<file path="config.mk">
export PLATFORM = sky130hd
export DESIGN_NAME = wvb_wr_addr_ctrl_flat
export DESIGN_NICKNAME = d
export VERILOG_FILES = /design/src/rtl/wvb_wr_pkg.sv /design/src/rtl/wvb_wr_addr_ctrl_if.sv /design/src/rtl/wvb_wr_hdr_fan_in.sv /design/src/rtl/wvb_wr_addr_ctrl.sv /design/src/flat_wrapper.sv
export SDC_FILE = /design/constraint.sdc
export NUM_CORES = 1
export LEC_CHECK = 0
export BUFFER_PORTS_ARGS = -buffer_cell sky130_fd_sc_hd__buf_2
export CAP_MARGIN = 0
export CORE_MARGIN = 5
export CORE_UTILIZATION = 40
export DETAILED_ROUTE_END_ITERATION = 7
export PLACE_DENSITY = 0.75
export SYNTH_ARGS = -nofsm -noshare
export SYNTH_HDL_FRONTEND = slang
export SYNTH_HIERARCHICAL = 1
export SYNTH_SLANG_ARGS = --single-unit
</file>
<file path="constraint.sdc">
create_clock -name clk -period 6.56 [get_ports clk]
set_clock_uncertainty 0.15 [all_clocks]
set_input_delay 0.656 -clock clk [delete_from_list [all_inputs] [get_ports clk]]
set_output_delay 0.656 -clock clk [all_outputs]
set_load 0.02 [all_outputs]
</file>
<file path="src/rtl/wvb_wr_pkg.sv">
// Shared definitions for the waveform-buffer write side: FSM encoding and header field layout.
// The read-side fan-out uses the same offsets to unpack hdr_data.
package wvb_wr_pkg;

  typedef enum logic {
    ST_IDLE   = 1'b0,
    ST_RECORD = 1'b1
  } wr_state_e;

  // Header layout, LSB first: trunc, trig_src, stop_addr, start_addr, evt_ltc
  localparam int unsigned HDR_TRUNC_LSB = 0;
  localparam int unsigned HDR_TRUNC_W   = 1;
  localparam int unsigned HDR_SRC_LSB   = 1;
  localparam int unsigned HDR_SRC_W     = 2;
  localparam int unsigned HDR_STOP_LSB  = 3;

  function automatic int unsigned hdr_start_lsb(input int unsigned adr_w);
    return HDR_STOP_LSB + adr_w;
  endfunction

  function automatic int unsigned hdr_ltc_lsb(input int unsigned adr_w);
    return HDR_STOP_LSB + 2 * adr_w;
  endfunction

  function automatic int unsigned hdr_width(input int unsigned adr_w, input int unsigned ltc_w);
    return hdr_ltc_lsb(adr_w) + ltc_w;
  endfunction

endpackage

</file>
<file path="src/rtl/wvb_wr_addr_ctrl_if.sv">
// Sample, trigger, RAM-write, header and release signals of the waveform-buffer write controller.
// master is the controller side, slave is the surrounding datapath.
interface wvb_wr_addr_ctrl_if #(
  parameter int unsigned P_ADR_WIDTH  = 12,
  parameter int unsigned P_DATA_WIDTH = 22,
  parameter int unsigned P_LTC_WIDTH  = 48,
  parameter int unsigned P_HDR_WIDTH  = P_LTC_WIDTH + 2 * P_ADR_WIDTH + 3
);
  logic [P_DATA_WIDTH-1:0] din;
  logic                    din_valid;
  logic                    trig;
  logic [1:0]              trig_src;
  logic [P_LTC_WIDTH-1:0]  ltc_in;
  logic [P_ADR_WIDTH-1:0]  pre_conf;
  logic [P_ADR_WIDTH-1:0]  post_conf;
  logic                    hdr_full;
  logic                    rel_valid;
  logic [P_ADR_WIDTH-1:0]  rel_stop_addr;
  logic [P_DATA_WIDTH-1:0] wvb_wr_data;
  logic [P_ADR_WIDTH-1:0]  wvb_wr_addr;
  logic                    wvb_wren;
  logic [P_HDR_WIDTH-1:0]  hdr_data;
  logic                    hdr_wrreq;
  logic                    buf_full;
  logic [P_ADR_WIDTH-1:0]  n_wvf;
  logic [15:0]             drop_cnt;

  modport master (
    input  din, din_valid, trig, trig_src, ltc_in, pre_conf, post_conf,
           hdr_full, rel_valid, rel_stop_addr,
    output wvb_wr_data, wvb_wr_addr, wvb_wren, hdr_data, hdr_wrreq,
           buf_full, n_wvf, drop_cnt
  );

  modport slave (
    output din, din_valid, trig, trig_src, ltc_in, pre_conf, post_conf,
           hdr_full, rel_valid, rel_stop_addr,
    input  wvb_wr_data, wvb_wr_addr, wvb_wren, hdr_data, hdr_wrreq,
           buf_full, n_wvf, drop_cnt
  );
endinterface

</file>
<file path="src/rtl/wvb_wr_hdr_fan_in.sv">
// Packs the per-waveform header fields into the header FIFO word using the shared layout.
module wvb_wr_hdr_fan_in
  import wvb_wr_pkg::*;
#(
  parameter int unsigned P_ADR_WIDTH = 12,
  parameter int unsigned P_LTC_WIDTH = 48,
  parameter int unsigned P_HDR_WIDTH = P_LTC_WIDTH + 2 * P_ADR_WIDTH + 3
) (
  input  logic [P_LTC_WIDTH-1:0] evt_ltc,
  input  logic [P_ADR_WIDTH-1:0] start_addr,
  input  logic [P_ADR_WIDTH-1:0] stop_addr,
  input  logic [1:0]             trig_src,
  input  logic                   trunc,
  output logic [P_HDR_WIDTH-1:0] hdr_data_c
);
  localparam int unsigned START_LSB = hdr_start_lsb(P_ADR_WIDTH);
  localparam int unsigned LTC_LSB   = hdr_ltc_lsb(P_ADR_WIDTH);

  always_comb begin
    hdr_data_c = '0;
    hdr_data_c[HDR_TRUNC_LSB +: HDR_TRUNC_W] = trunc;
    hdr_data_c[HDR_SRC_LSB +: HDR_SRC_W]     = trig_src;
    hdr_data_c[HDR_STOP_LSB +: P_ADR_WIDTH]  = stop_addr;
    hdr_data_c[START_LSB +: P_ADR_WIDTH]     = start_addr;
    hdr_data_c[LTC_LSB +: P_LTC_WIDTH]       = evt_ltc;
  end
endmodule

</file>
<file path="src/rtl/wvb_wr_addr_ctrl.sv">
// Write-side address controller: circular sample RAM writes, pre/post-trigger window capture, header push.
// Optional WVB_WR_DROP_CNT_EN enables the saturating dropped-trigger counter; otherwise drop_cnt is 0.
module wvb_wr_addr_ctrl
  import wvb_wr_pkg::*;
#(
  parameter int unsigned P_ADR_WIDTH  = 12,
  parameter int unsigned P_DATA_WIDTH = 22,
  parameter int unsigned P_LTC_WIDTH  = 48,
  parameter int unsigned P_HDR_WIDTH  = P_LTC_WIDTH + 2 * P_ADR_WIDTH + 3
) (
  input  logic               clk,
  input  logic               rst,
  wvb_wr_addr_ctrl_if.master bus
);
  localparam int unsigned AW = P_ADR_WIDTH;

  wr_state_e              state, state_nxt;
  logic [AW-1:0]          wr_ptr, rd_bound, fresh_cnt, rem_cnt, start_q, n_wvf;
  logic [P_LTC_WIDTH-1:0] ltc_q;
  logic [1:0]             src_q;

  logic                   blocked_c, wr_c, accept_c, window_wr_c, commit_c, trunc_c, rel_c;
  logic                   cnt_done_c, next_blk_c;
  logic [AW-1:0]          pre_eff_c, post_eff_c, rem_cur_c, start_c, next_ptr_c;
  logic [AW-1:0]          wr_ptr_nxt, rd_bound_nxt, n_wvf_nxt;
  logic [P_LTC_WIDTH-1:0] ltc_c;
  logic [1:0]             src_c;
  logic [P_HDR_WIDTH-1:0] hdr_c;

  // Next-state, window bookkeeping and commit decision
  always_comb begin
    state_nxt   = state;
    blocked_c   = (n_wvf != '0) && (wr_ptr == rd_bound);
    wr_c        = bus.din_valid && !blocked_c;
    accept_c    = 1'b0;
    window_wr_c = 1'b0;
    rem_cur_c   = rem_cnt;
    start_c     = start_q;
    ltc_c       = ltc_q;
    src_c       = src_q;
    pre_eff_c   = (bus.pre_conf < fresh_cnt) ? bus.pre_conf : fresh_cnt;
    post_eff_c  = (bus.post_conf == '0) ? AW'(1) : bus.post_conf;
    next_ptr_c  = wr_ptr + AW'(1);

    case (state)
      ST_IDLE: begin
        if (bus.trig && wr_c && !bus.hdr_full) begin
          accept_c    = 1'b1;
          window_wr_c = 1'b1;
          rem_cur_c   = post_eff_c;
          start_c     = wr_ptr - pre_eff_c;
          ltc_c       = bus.ltc_in;
          src_c       = bus.trig_src;
          state_nxt   = ST_RECORD;
        end
      end
      ST_RECORD: window_wr_c = wr_c;
      default:   state_nxt   = ST_IDLE;
    endcase

    // Close the window on its last sample, or early when the following write would block
    cnt_done_c = (rem_cur_c == AW'(1));
    next_blk_c = (n_wvf != '0) && (next_ptr_c == rd_bound);
    commit_c   = window_wr_c && (cnt_done_c || next_blk_c);
    trunc_c    = !cnt_done_c;
    if (commit_c) state_nxt = ST_IDLE;

    rel_c        = bus.rel_valid && (n_wvf != '0);
    wr_ptr_nxt   = wr_c ? next_ptr_c : wr_ptr;
    rd_bound_nxt = rel_c ? bus.rel_stop_addr + AW'(1) : rd_bound;
    case ({commit_c, rel_c})
      2'b10:   n_wvf_nxt = n_wvf + AW'(1);
      2'b01:   n_wvf_nxt = n_wvf - AW'(1);
      default: n_wvf_nxt = n_wvf;
    endcase
  end

  wvb_wr_hdr_fan_in #(
    .P_ADR_WIDTH (P_ADR_WIDTH),
    .P_LTC_WIDTH (P_LTC_WIDTH),
    .P_HDR_WIDTH (P_HDR_WIDTH)
  ) u_hdr_fan_in (
    .evt_ltc    (ltc_c),
    .start_addr (start_c),
    .stop_addr  (wr_ptr),
    .trig_src   (src_c),
    .trunc      (trunc_c),
    .hdr_data_c (hdr_c)
  );

  always_ff @(posedge clk) begin
    if (rst) begin
      state           <= ST_IDLE;
      wr_ptr          <= '0;
      rd_bound        <= '0;
      fresh_cnt       <= '0;
      rem_cnt         <= '0;
      start_q         <= '0;
      ltc_q           <= '0;
      src_q           <= '0;
      n_wvf           <= '0;
      bus.n_wvf       <= '0;
      bus.wvb_wren    <= 1'b0;
      bus.wvb_wr_addr <= '0;
      bus.wvb_wr_data <= '0;
      bus.hdr_wrreq   <= 1'b0;
      bus.hdr_data    <= '0;
      bus.buf_full    <= 1'b0;
    end else begin
      state     <= state_nxt;
      wr_ptr    <= wr_ptr_nxt;
      rd_bound  <= rd_bound_nxt;
      n_wvf     <= n_wvf_nxt;
      bus.n_wvf <= n_wvf_nxt;
      if (accept_c) begin
        start_q <= start_c;
        ltc_q   <= ltc_c;
        src_q   <= src_c;
      end
      if (window_wr_c) rem_cnt <= rem_cur_c - AW'(1);
      if (commit_c || blocked_c) begin
        fresh_cnt <= '0;
      end else if (state == ST_IDLE && wr_c && fresh_cnt != '1) begin
        fresh_cnt <= fresh_cnt + AW'(1);
      end
      bus.wvb_wren <= wr_c;
      if (wr_c) begin
        bus.wvb_wr_addr <= wr_ptr;
        bus.wvb_wr_data <= bus.din;
      end
      bus.hdr_wrreq <= commit_c;
      if (commit_c) bus.hdr_data <= hdr_c;
      bus.buf_full <= (n_wvf_nxt != '0) && (wr_ptr_nxt == rd_bound_nxt);
    end
  end

`ifdef WVB_WR_DROP_CNT_EN
  logic drop_c;
  assign drop_c = bus.trig && bus.din_valid && !accept_c;

  always_ff @(posedge clk) begin
    if (rst) begin
      bus.drop_cnt <= '0;
    end else if (drop_c && bus.drop_cnt != 16'hFFFF) begin
      bus.drop_cnt <= bus.drop_cnt + 16'd1;
    end
  end
`else
  assign bus.drop_cnt = '0;
`endif

endmodule
</file>
<file path="src/flat_wrapper.sv">
// flat-port wrapper written by rule: the top's interface ports become plain ports
module wvb_wr_addr_ctrl_flat import wvb_wr_pkg::*;
#(
  parameter int unsigned P_ADR_WIDTH  = 12,
  parameter int unsigned P_DATA_WIDTH = 22,
  parameter int unsigned P_LTC_WIDTH  = 48,
  parameter int unsigned P_HDR_WIDTH  = P_LTC_WIDTH + 2 * P_ADR_WIDTH + 3
)
  (clk, rst, bus_din, bus_din_valid, bus_trig, bus_trig_src, bus_ltc_in, bus_pre_conf, bus_post_conf, bus_hdr_full, bus_rel_valid, bus_rel_stop_addr, bus_wvb_wr_data, bus_wvb_wr_addr, bus_wvb_wren, bus_hdr_data, bus_hdr_wrreq, bus_buf_full, bus_n_wvf, bus_drop_cnt);
  wvb_wr_addr_ctrl_if #(.P_ADR_WIDTH(P_ADR_WIDTH), .P_DATA_WIDTH(P_DATA_WIDTH), .P_LTC_WIDTH(P_LTC_WIDTH), .P_HDR_WIDTH(P_HDR_WIDTH)) bus_i ();
  input  logic clk;
  input  logic rst;
  input wire logic [$bits(bus_i.din)-1:0] bus_din;
  input wire logic [$bits(bus_i.din_valid)-1:0] bus_din_valid;
  input wire logic [$bits(bus_i.trig)-1:0] bus_trig;
  input wire logic [$bits(bus_i.trig_src)-1:0] bus_trig_src;
  input wire logic [$bits(bus_i.ltc_in)-1:0] bus_ltc_in;
  input wire logic [$bits(bus_i.pre_conf)-1:0] bus_pre_conf;
  input wire logic [$bits(bus_i.post_conf)-1:0] bus_post_conf;
  input wire logic [$bits(bus_i.hdr_full)-1:0] bus_hdr_full;
  input wire logic [$bits(bus_i.rel_valid)-1:0] bus_rel_valid;
  input wire logic [$bits(bus_i.rel_stop_addr)-1:0] bus_rel_stop_addr;
  output wire logic [$bits(bus_i.wvb_wr_data)-1:0] bus_wvb_wr_data;
  output wire logic [$bits(bus_i.wvb_wr_addr)-1:0] bus_wvb_wr_addr;
  output wire logic [$bits(bus_i.wvb_wren)-1:0] bus_wvb_wren;
  output wire logic [$bits(bus_i.hdr_data)-1:0] bus_hdr_data;
  output wire logic [$bits(bus_i.hdr_wrreq)-1:0] bus_hdr_wrreq;
  output wire logic [$bits(bus_i.buf_full)-1:0] bus_buf_full;
  output wire logic [$bits(bus_i.n_wvf)-1:0] bus_n_wvf;
  output wire logic [$bits(bus_i.drop_cnt)-1:0] bus_drop_cnt;
  assign bus_i.din = bus_din;
  assign bus_i.din_valid = bus_din_valid;
  assign bus_i.trig = bus_trig;
  assign bus_i.trig_src = bus_trig_src;
  assign bus_i.ltc_in = bus_ltc_in;
  assign bus_i.pre_conf = bus_pre_conf;
  assign bus_i.post_conf = bus_post_conf;
  assign bus_i.hdr_full = bus_hdr_full;
  assign bus_i.rel_valid = bus_rel_valid;
  assign bus_i.rel_stop_addr = bus_rel_stop_addr;
  assign bus_wvb_wr_data = bus_i.wvb_wr_data;
  assign bus_wvb_wr_addr = bus_i.wvb_wr_addr;
  assign bus_wvb_wren = bus_i.wvb_wren;
  assign bus_hdr_data = bus_i.hdr_data;
  assign bus_hdr_wrreq = bus_i.hdr_wrreq;
  assign bus_buf_full = bus_i.buf_full;
  assign bus_n_wvf = bus_i.n_wvf;
  assign bus_drop_cnt = bus_i.drop_cnt;
  wvb_wr_addr_ctrl #(.P_ADR_WIDTH(P_ADR_WIDTH), .P_DATA_WIDTH(P_DATA_WIDTH), .P_LTC_WIDTH(P_LTC_WIDTH), .P_HDR_WIDTH(P_HDR_WIDTH)) u_core (.clk(clk), .rst(rst), .bus(bus_i));
endmodule
</file>
# After elaboration in Yosys (flattened, before gate mapping)
# Index checks and enable logic that the tools add are counted.
totals:
  out_inout_bits: 140
  word_cells: 68
  in_bits: 114
  reg_bits: 235
classes:
  reduce_logical: 20
  bitwise: 1
  mux: 17
  eq_ne: 7
  n_lt_le_gt_ge: 1
  n_addsub: 7
ops:
  columns: ["cell", "n"]
  rows:
  - ["$mux 12", 8]
  - ["$mux 48", 2]
  - ["$add 12x1->12 const B", 4]
  - ["$eq 12x12->1", 3]
  - ["$pmux 12 s2", 1]
  - ["$reduce_bool 12->1", 2]
  - ["$sub 12x1->12 const B", 2]
  - ["$eq 12x1->1 const B", 1]
  - ["$logic_not 12->1", 1]
  - ["$lt 12x12->1", 1]
  - ["$ne 12x12->1 const B", 1]
  - ["$sub 12x12->12", 1]
  - ["$logic_and 1x1->1", 10]
  - ["$mux 2", 2]
  - ["$reduce_or 2->1", 2]
  - ["$logic_not 1->1", 3]
  - ["$mux 1", 3]
  - ["$eq 2x1->1 const B", 1]
  - ["$eq 2x2->1 const B", 1]
  - ["$logic_or 1x1->1", 2]
  - ["$pmux 1 s2", 1]
  - ["$not 1->1", 1]

# Depth between registers and ports, before layout
# Gate-level depths: netlist (run 1).
depth:
  depth_word: 15
  ltp_mapped: 27

# Cells and area by module
# The synthesis (run 1) kept the hierarchy.
by_module_without_submodules:
  columns: ["module", "area_each_um2", "seq_area_each_um2", "instances", "cells_each"]
  rows:
  - ["wvb_wr_addr_ctrl", 11398.4, 4704.5, 1, 1481]
  - ["wvb_wr_hdr_fan_in", 563.0, 0.0, 1, 75]

# Least setup slack after synthesis (run 1)
# OpenSTA, ideal clock, no wires.
synth_path:
  path_kind: "flip-flop to flip-flop"
  start: "reg u_core.n_wvf[3]"
  end: "reg u_core.bus.buf_full"
  arrival_time_ns: 6.136
  path_stages_with_launch: 25
  path_slack_ns: 0.139
  setup_time_ns: 0.136
  path_cell_list: "dfxtp_1 > or4_4 > or4_4 > nor4b_2 > nor2_1 > clkbuf_1 > clkbuf_1 > clkbuf_1 > mux2i_1 > ha_1 > o21ai_1 > a21oi_2 > inv_2 > clkbuf_1 > ha_1 > ha_1 > a211oi_1 > nor2_1 > o41a_1 > a41o_1 > o41ai_1 > xnor2_1 > nor2_1 > xnor2_1 > a41oi_2"
synth_between:
  elab_chain_len: 15
synth_rtl:
  columns: ["item", "line_no", "rtl"]
  rows:
  - ["start: declaration", "wvb_wr_addr_ctrl.sv:18", "logic [AW-1:0] wr_ptr, rd_bound, fresh_cnt, rem_cnt, start_q, n_wvf;"]
  - ["start signal: assignment", "wvb_wr_addr_ctrl.sv:113", "n_wvf <= n_wvf_nxt;"]
  - ["$reduce_bool 12->1", "wvb_wr_addr_ctrl.sv:33, wvb_wr_addr_ctrl.sv:63, wvb_wr_addr_ctrl.sv:68", null]
  - ["$logic_and 1x1->1", "wvb_wr_addr_ctrl.sv:33", "blocked_c = (n_wvf != '0) && (wr_ptr == rd_bound);"]
  - ["$logic_not 1->1", "wvb_wr_addr_ctrl.sv:34", "wr_c = bus.din_valid && !blocked_c;"]
  - ["$logic_and 1x1->1", "wvb_wr_addr_ctrl.sv:34", null]
  - ["$logic_and 1x1->1 (2 in a row)", "wvb_wr_addr_ctrl.sv:47", "if (bus.trig && wr_c && !bus.hdr_full) begin"]
  - ["$mux 12", "wvb_wr_addr_ctrl.sv:47", null]
  - ["$mux 12", "wvb_wr_addr_ctrl.sv:45", "case (state)"]
  - ["$eq 12x1->1", "wvb_wr_addr_ctrl.sv:62", "cnt_done_c = (rem_cur_c == AW'(1));"]
  - ["$logic_or 1x1->1", "wvb_wr_addr_ctrl.sv:64", "commit_c = window_wr_c && (cnt_done_c || next_blk_c);"]
  - ["$logic_and 1x1->1", "wvb_wr_addr_ctrl.sv:64", null]
  - ["$eq 2x1->1 / $eq 2x2->1 (equally long branches)", "wvb_wr_addr_ctrl.sv:71", "case ({commit_c, rel_c})"]
  - ["$pmux 12 s2", "wvb_wr_addr_ctrl.sv:71", null]
  - ["$reduce_bool 12->1", "wvb_wr_addr_ctrl.sv:133", "bus.buf_full <= (n_wvf_nxt != '0) && (wr_ptr_nxt == rd_bound_nxt);"]
  - ["$logic_and 1x1->1 *", "wvb_wr_addr_ctrl.sv:133", null]
  - ["end signal: assignment", "wvb_wr_addr_ctrl.sv:133", null]
  - ["end: declaration", "wvb_wr_addr_ctrl_if.sv:32", "buf_full, n_wvf, drop_cnt"]
# Every way passes the cells marked *; elsewhere a longest branch is shown, timed or not.
# A chain may end at the register's enable or synchronous reset.

# Worst setup path after layout (run 1)
# Ends and elaborated chain as after synthesis.

==> flow_metrics.py, run 1 <==
metrics = {
    "clock_tree": {
        "postCtsSetupBuffers": 0,
        "cts_root_cell": "sky130_fd_sc_hd__clkbuf_16",
        "clk_transition_reported_paths_ns": 0.06,
        "worstSkewPairLatency_ns": 0.53,
        "cts_hold_buffers": 0,
        "cts_tree": "yes",
        "clock_path_buffers": 3,
        "cts.sinks": 235,
        "cts-buffers-inserted": 27,
        "ctsHtreeMaxLevel": 1,
        "post_cts_resized": 0,
    },
    "sta": {
        "timing.fmax_ghz": 0.166,
        "setup_repair_after_global_routing_missed_its_margin": "no",
        "fin_crit_ns": 6.01,
        "hold_ws_ns": 0.220,
        "fin_tns_setup_ns": 0,
        "timing_max_transition_violations_final": 0,
        "number_of_hold_violations_in_the_final_report": 0,
        "relSlewSlack": 0.274,
        "worst_pin_slew_ns": 1.08,
        "final.period_utilization": 0.916,
        "finalWorstSetupSlack_ns": 0.553,
        "timing.final.setup_violations": 0,
    },
    "power_and_ir_drop": {
        "power_mw": 3.46,
        "irDropWorstVdd_mv": 0.175,
        "p_per_area_nw_per_um2": 253,
        "cellLeakagePower_nw": 5.83,
    },
    "floorplan": {
        "chipWidth_um": 183,
        "die-area_um2": 33500,
        "boundary_pins": 254,
        "floorplan.initialDensity": 0.405,
        "rows": 63,
        "core_area_um2": 29600,
        "die_height_um": 183,
    },
    "logic_synthesis": {
        "synth_edf_count": 0,
        "most_common_cell_in_the_netlist": "sky130_fd_sc_hd__nand2_1",
        "postSynthRegisterBits": 235,
        "synthTopCellsByArea": "sky130_fd_sc_hd__dfxtp_1 39%, sky130_fd_sc_hd__nand2_1 13%, sky130_fd_sc_hd__a21oi_1 8.5%",
        "netlist_instances": 1556,
        "yosys_most_used_dff": "sky130_fd_sc_hd__dfxtp_1",
        "postSynth.asyncResetShare": 0,
        "yosysWarnings": 6,
        "yosys.area.top_type": "sky130_fd_sc_hd__dfxtp_1",
        "postSynthAreaPerCell_um2": 7.69,
        "netlist-cell-type-count": 66,
        "synth_commonest_cells": "430 x sky130_fd_sc_hd__nand2_1, 235 x sky130_fd_sc_hd__dfxtp_1, 202 x sky130_fd_sc_hd__a21oi_1",
        "share_of_the_synthesized_area_in_the_top_cell_type": 0.393,
        "seq_area_frac_synth": 0.393,
        "area_of_the_mapped_netlist_um2": 12000,
    },
    "layout": {
        "multi_input_comb_area_um2": 6210,
        "seqCellArea_um2": 4700,
        "postLayoutCellArea_um2": 13700,
        "area_growth_pct": 14.3,
        "postLayoutCoreUtil": 0.462,
        "layout.nets": 1825,
        "post_route_cells_drive_above_1_share": 0.185,
        "final.fill_count": 2943,
        "diodes": 0,
        "final_cells": 2080,
    },
    "job": {
        "cap_violations": 0,
    },
    "worst_setup_path": {
        "ff2ff_path_depth": 20,
        "critical_path_required_ns": 6.80,
        "path_class": "flip-flop to flip-flop",
        "worst_setup_path_start_kind": "flip-flop",
        "critical_path.endpoint_type": "flip-flop",
        "crit_path_max_fanout": 11,
        "crit_arrival_ns": 6.25,
    },
    "place": {
        "place_ws_ns": 0.710,
        "dp_hpwl_um": 23200,
        "dpl_cell_area_um2": 12800,
        "dpl.cell_count": 2032,
        "io_buffers": 237,
        "place_congestion": 0.903,
    },
    "drt": {
        "wirelength_um": 32900,
        "detail_route.drc_violations": 0,
        "drt_first_pass_iters": 7,
        "routed_length_per_instance_um": 15.8,
        "drtAntennaViolNets": 0,
        "vias": 10800,
        "drt_iter0_markers": 652,
        "route.detailed.vias_per_inst": 5.17,
    },
    "grt": {
        "grt_start_max_net_pins": 91,
        "gr_usage_total": 0.185,
        "grt_pass1_wl_um": 52300,
        "first_global_vias": 10100,
        "grt_antenna_before_repair": 0,
        "met3_usage": 0.0403,
        "grt_remaining_overflow": 0,
        "grt_busiest_layer": "met2",
        "groute.layer.met2.usage": 0.304,
        "globalRouteMet1Util": 0.248,
    },
    "status": {
        "status": "finished clean",
    },
    "worst_hold_path": {
        "hold_path.class": "primary input to flip-flop",
        "holdPathStages": 3,
    },
}
logic make-up (layout without fill, tap and decap cells):
| family | after synthesis | in the layout | share of synthesized area |
|---|---|---|---|
| AO/OA/AOI/OAI | 301 | 301 | 0.144 |
| XOR/XNOR | 81 | 81 | 0.0617 |
| adder cells (fa/ha/maj) | 40 | 40 | 0.0431 |
| buffers and inverters | 204 | 323 | 0.0941 |
| flip-flops | 235 | 235 | 0.393 |
| multiplexers | 30 | 30 | 0.0259 |
| other | 1 | 16 | 0.000314 |
| AND/OR/NAND/NOR | 664 | 664 | 0.238 |
layer usage:
layer / wire [um] / up-vias
met4: 839 / 0
met3: 2720 / 55
li1: - / 5332
met2: 14900 / 387
met5: 0 / -
met1: 14400 / 4983
critical path, cell delays in order (launching register included):
cell                       delay [ns]
sky130_fd_sc_hd__dfxtp_1         0.35
sky130_fd_sc_hd__or4_4           0.58
sky130_fd_sc_hd__or4_4           0.57
sky130_fd_sc_hd__or4b_1          0.37
sky130_fd_sc_hd__nand2b_2        0.14
sky130_fd_sc_hd__o21ai_0         0.35
sky130_fd_sc_hd__ha_1            0.22
sky130_fd_sc_hd__o21ai_1         0.13
sky130_fd_sc_hd__a21oi_4         0.20
sky130_fd_sc_hd__inv_2           0.06
sky130_fd_sc_hd__ha_1            0.37
sky130_fd_sc_hd__ha_1            0.37
sky130_fd_sc_hd__a211oi_1        0.23
sky130_fd_sc_hd__nor2_1          0.11
sky130_fd_sc_hd__o41a_1          0.35
sky130_fd_sc_hd__a41o_1          0.27
sky130_fd_sc_hd__o41ai_1         0.39
sky130_fd_sc_hd__xnor2_1         0.17
sky130_fd_sc_hd__nor2_1          0.07
sky130_fd_sc_hd__xnor2_1         0.27
sky130_fd_sc_hd__a41oi_2         0.15
layout make-up:
type                       instances  area share
clock buffer                      37      0.0566
tap                              390      0.0357
multi-input combinational       1132       0.454
inverter                          26     0.00714
clock inverter                    11     0.00842
sequential                       235       0.344
timing repair buffer             249      0.0938
layout by cell type (no fill, tap or decap), types with 4 or more instances in the layout:
master                      Yosys  layout
sky130_fd_sc_hd__inv_1         24      24
sky130_fd_sc_hd__a211o_1        4       4
sky130_fd_sc_hd__clkbuf_8       0       6
sky130_fd_sc_hd__o21ai_0       30      30
sky130_fd_sc_hd__xor2_1        24      24
sky130_fd_sc_hd__conb_1         1      16
sky130_fd_sc_hd__nand4_1       18      18
sky130_fd_sc_hd__or3_1         17      17
sky130_fd_sc_hd__o211ai_1       9       9
sky130_fd_sc_hd__a211oi_1       8       8
sky130_fd_sc_hd__clkinv_2       0       6
sky130_fd_sc_hd__nor2_1        94      93
sky130_fd_sc_hd__a31oi_1        7       7
sky130_fd_sc_hd__clkbuf_16      0      27
sky130_fd_sc_hd__nand3_1       22      22
sky130_fd_sc_hd__mux2i_1       24      24
sky130_fd_sc_hd__a21oi_1      202     202
sky130_fd_sc_hd__ha_1          38      38
sky130_fd_sc_hd__buf_2         12     236
sky130_fd_sc_hd__nor4_1         7       7
sky130_fd_sc_hd__o21a_1         7       7
sky130_fd_sc_hd__nor2b_1        5       5
sky130_fd_sc_hd__and2_1        12      11
sky130_fd_sc_hd__nor3_1        25      25
sky130_fd_sc_hd__o21ai_1        5       5
sky130_fd_sc_hd__clkbuf_1      69       4
sky130_fd_sc_hd__nand2b_1       8       7
sky130_fd_sc_hd__a21o_1         8       8
sky130_fd_sc_hd__xnor2_1       55      55
sky130_fd_sc_hd__nand2_1      430     430
sky130_fd_sc_hd__dfxtp_1      235     235
sky130_fd_sc_hd__buf_4         92      12
registers in the layout (all words and copies together) (netlist names):
name / flops
u_core/rem_cnt: 12
u_core/wr_ptr: 12
u_core/fresh_cnt: 12
u_core/bus.wvb_wr_data: 22
u_core/start_q: 12
u_core/bus.hdr_wrreq: 1
u_core/bus.wvb_wr_addr: 12
u_core/src_q: 2
u_core/rd_bound: 12
u_core/bus.wvb_wren: 1
u_core/n_wvf: 12
u_core/state: 1
u_core/bus.buf_full: 1
u_core/ltc_q: 48
u_core/bus.hdr_data: 75
final timing paths:
path / startpoint / endpoint / slack (ns)
max: u_core/n_wvf[3] / u_core/bus.buf_full / 0.55
min: bus_din[9] / u_core/bus.wvb_wr_data[9] / 0.22
max reg2reg: u_core/n_wvf[3] / u_core/bus.buf_full / 0.55
min reg2reg: u_core/bus.hdr_data[30] / u_core/bus.hdr_data[30] / 0.30
power by group:
part	internal [mW]	total, mW	switching (mW)
sequential	1.47	1.51	0.0354
clock	0.899	1.49	0.591
combinational	0.178	0.462	0.284
total	2.55	3.46	0.911
Note: power is estimated with default switching activity, not from simulation.
==> run 2, diff against run 1 <==
--- a/config.mk
+++ b/config.mk
@@ -13,5 +13,4 @@
 export PLACE_DENSITY = 0.75
 export SYNTH_ARGS = -nofsm -noshare
 export SYNTH_HDL_FRONTEND = slang
-export SYNTH_HIERARCHICAL = 1
 export SYNTH_SLANG_ARGS = --single-unit
==> flow_metrics.py, run 2 <==
metrics = {
    "grt": {
        "gr_usage_total": 0.200,
        "grt_antenna_before_repair": 4,
        "grt_remaining_overflow": 0,
        "grt_pass1_wl_um": 52000,
        "first_global_vias": 9976,
        "grt_start_max_net_pins": 93,
    },
    "logic_synthesis": {
        "synth_commonest_cells": "242 x sky130_fd_sc_hd__nand2_1, 235 x sky130_fd_sc_hd__dfxtp_1, 147 x sky130_fd_sc_hd__a21oi_1",
        "share_of_the_synthesized_area_in_the_top_cell_type": 0.422,
        "postSynth.asyncResetShare": 0,
        "yosysWarnings": 0,
        "synth_edf_count": 0,
        "most_common_cell_in_the_netlist": "sky130_fd_sc_hd__nand2_1",
        "area_of_the_mapped_netlist_um2": 11100,
        "synthTopCellsByArea": "sky130_fd_sc_hd__dfxtp_1 42%, sky130_fd_sc_hd__nand2_1 8.1%, sky130_fd_sc_hd__a21oi_1 6.6%",
        "yosys_most_used_dff": "sky130_fd_sc_hd__dfxtp_1",
        "postSynthRegisterBits": 235,
        "yosys.area.top_type": "sky130_fd_sc_hd__dfxtp_1",
        "seq_area_frac_synth": 0.422,
        "netlist-cell-type-count": 61,
        "netlist_instances": 1366,
        "postSynthAreaPerCell_um2": 8.16,
    },
    "floorplan": {
        "chipWidth_um": 177,
        "boundary_pins": 254,
        "floorplan.initialDensity": 0.403,
        "die-area_um2": 31300,
        "rows": 61,
        "core_area_um2": 27600,
        "die_height_um": 177,
    },
    "drt": {
        "wirelength_um": 32800,
        "drt_first_pass_iters": 5,
        "vias": 10300,
        "drt_iter0_markers": 786,
        "routed_length_per_instance_um": 16.8,
        "route.detailed.vias_per_inst": 5.28,
        "drtAntennaViolNets": 0,
        "detail_route.drc_violations": 0,
    },
    "layout": {
        "seqCellArea_um2": 4700,
        "post_route_cells_drive_above_1_share": 0.198,
        "postLayoutCoreUtil": 0.486,
        "number_of_flip_flops_under_the_largest_register_name": 75,
        "diodes": 0,
        "layout.nets": 1707,
        "layout_top_registers": "u_core.bus.hdr_data x75, u_core.ltc_q x48, u_core.bus.wvb_wr_data x22",
        "largest_register": "u_core.bus.hdr_data",
        "area_growth_pct": 20.5,
        "mostFrequentLayoutCells": "242 x sky130_fd_sc_hd__nand2_1, 236 x sky130_fd_sc_hd__buf_2, 235 x sky130_fd_sc_hd__dfxtp_1",
        "final.fill_count": 2677,
        "layout.cells.most_common": "sky130_fd_sc_hd__nand2_1",
        "multi_input_comb_area_um2": 5950,
    },
    "place": {
        "io_buffers": 237,
        "place_ws_ns": 0.671,
        "place_congestion": 0.922,
        "dp_hpwl_um": 23100,
    },
    "worst_hold_path": {
        "hold_path.class": "primary input to flip-flop",
    },
    "clock_tree": {
        "clk_transition_reported_paths_ns": 0.06,
        "worstSkewPairLatency_ns": 0.53,
        "cts_hold_buffers": 0,
        "cts.sinks": 235,
        "postCtsSetupBuffers": 0,
        "cts-buffers-inserted": 27,
        "clock_path_buffers": 3,
        "cts_root_cell": "sky130_fd_sc_hd__clkbuf_16",
        "ctsHtreeMaxLevel": 1,
        "post_cts_resized": 0,
        "cts_tree": "yes",
    },
    "sta": {
        "timing_max_transition_violations_final": 0,
        "worst_pin_slew_ns": 1.10,
        "timing.final.setup_violations": 0,
        "fin_tns_setup_ns": 0,
        "fin_crit_ns": 5.94,
        "final.period_utilization": 0.906,
        "setup_repair_after_global_routing_missed_its_margin": "no",
        "number_of_hold_violations_in_the_final_report": 0,
        "timing.fmax_ghz": 0.168,
        "relSlewSlack": 0.269,
        "finalWorstSetupSlack_ns": 0.615,
    },
    "power_and_ir_drop": {
        "cellLeakagePower_nw": 6.39,
        "irDropWorstVdd_mv": 0.203,
        "p_per_area_nw_per_um2": 334,
    },
    "job": {
        "cap_violations": 0,
    },
    "worst_setup_path": {
        "critical_path_required_ns": 6.82,
        "crit_arrival_ns": 6.20,
        "crit_path_max_fanout": 13,
        "critical_path.endpoint_type": "flip-flop",
        "path_class": "flip-flop to flip-flop",
        "worst_setup_path_start_kind": "flip-flop",
    },
    "status": {
        "status": "finished clean",
    },
}
==> run 2: cell types whose count changed after synthesis, sizes merged, moves of 20 or more <==
cell / change
a21o: +57
a21oi: -56
buf: -79
nand2: -188
and3: +67
nor2: +20
==> run 2: final cells by class <==
type	instances	share of cell area
inverters	25	0.00698
clock buffers	37	0.0576
clock inverters	12	0.0124
flip-flops and latches	235	0.350
repair buffers	248	0.0946
well taps	378	0.0352
multi-input cells	1016	0.443
==> run 2: critical path: stages, from the launching register on <==
cell and delay, ns:
sky130_fd_sc_hd__dfxtp_1 0.61, sky130_fd_sc_hd__xor2_1 0.20, sky130_fd_sc_hd__or4_1 0.63, sky130_fd_sc_hd__o41ai_4 0.39
sky130_fd_sc_hd__nor3_2 0.16, sky130_fd_sc_hd__o21ai_0 0.12, sky130_fd_sc_hd__nand2_1 0.13, sky130_fd_sc_hd__ha_1 0.21
sky130_fd_sc_hd__o211a_1 0.17, sky130_fd_sc_hd__nor2_4 0.13, sky130_fd_sc_hd__ha_1 0.50, sky130_fd_sc_hd__ha_1 0.35
sky130_fd_sc_hd__a211oi_1 0.32, sky130_fd_sc_hd__o21a_1 0.20, sky130_fd_sc_hd__nor3_1 0.06, sky130_fd_sc_hd__a2111oi_0 0.63
sky130_fd_sc_hd__a21oi_1 0.18, sky130_fd_sc_hd__o21a_1 0.20, sky130_fd_sc_hd__nor3_1 0.20, sky130_fd_sc_hd__xnor2_1 0.18
sky130_fd_sc_hd__a31oi_1 0.10
==> run 2: metal layers <==
layer  vias to the layer above  global-route usage  wire length, um
met4                         8              0.0455              742
met3                        74              0.0590             2970
met2                       380               0.323            14800
met1                      4814               0.265            14200
met5                         -                   0               52
li1                       5034                   -                -
==> run 2: path summary, 6_finish.rpt <==
kind	start	to	slack (ns)	cells past startpoint
worst max-delay path	u_core.wr_ptr[4]	u_core.bus.buf_full	0.62	20
worst min register to register	u_core.bus.wvb_wr_data[11]	u_core.bus.wvb_wr_data[11]	0.30	2
worst min-delay path	bus_din[11]	u_core.bus.wvb_wr_data[11]	0.21	3
worst max register to register	u_core.wr_ptr[4]	u_core.bus.buf_full	0.62	20
==> run 2: power breakdown <==
group	switching, mW	leakage, nW	total [mW]	internal [mW]
sequential	0.0992	1.91	1.64	1.54
combinational	0.779	4.01	1.27	0.491
clock	0.603	0.465	1.58	0.978
==> run 2: stage by stage <==
stage                     cells  hold WS [ns]  total power [mW]  area (um^2)
after floorplan            1381         0.286              2.59        11200
after global placement     1902         0.289              2.88        12500
after detailed placement   1902         0.293              2.91        12500
after CTS                  1951         0.188              4.51        13400
after global routing       1951         0.203              4.73        13400
final                      1951         0.206              4.49        13400
==> run 2: logic make-up after synthesis <==
family | share of synthesized area
simple gates | 0.223
compound gates | 0.174
flops | 0.422
buf+inv | 0.0516
xor+xnor | 0.0621
fa+ha+maj | 0.0462
mux | 0.0209
other cells | 0.000336
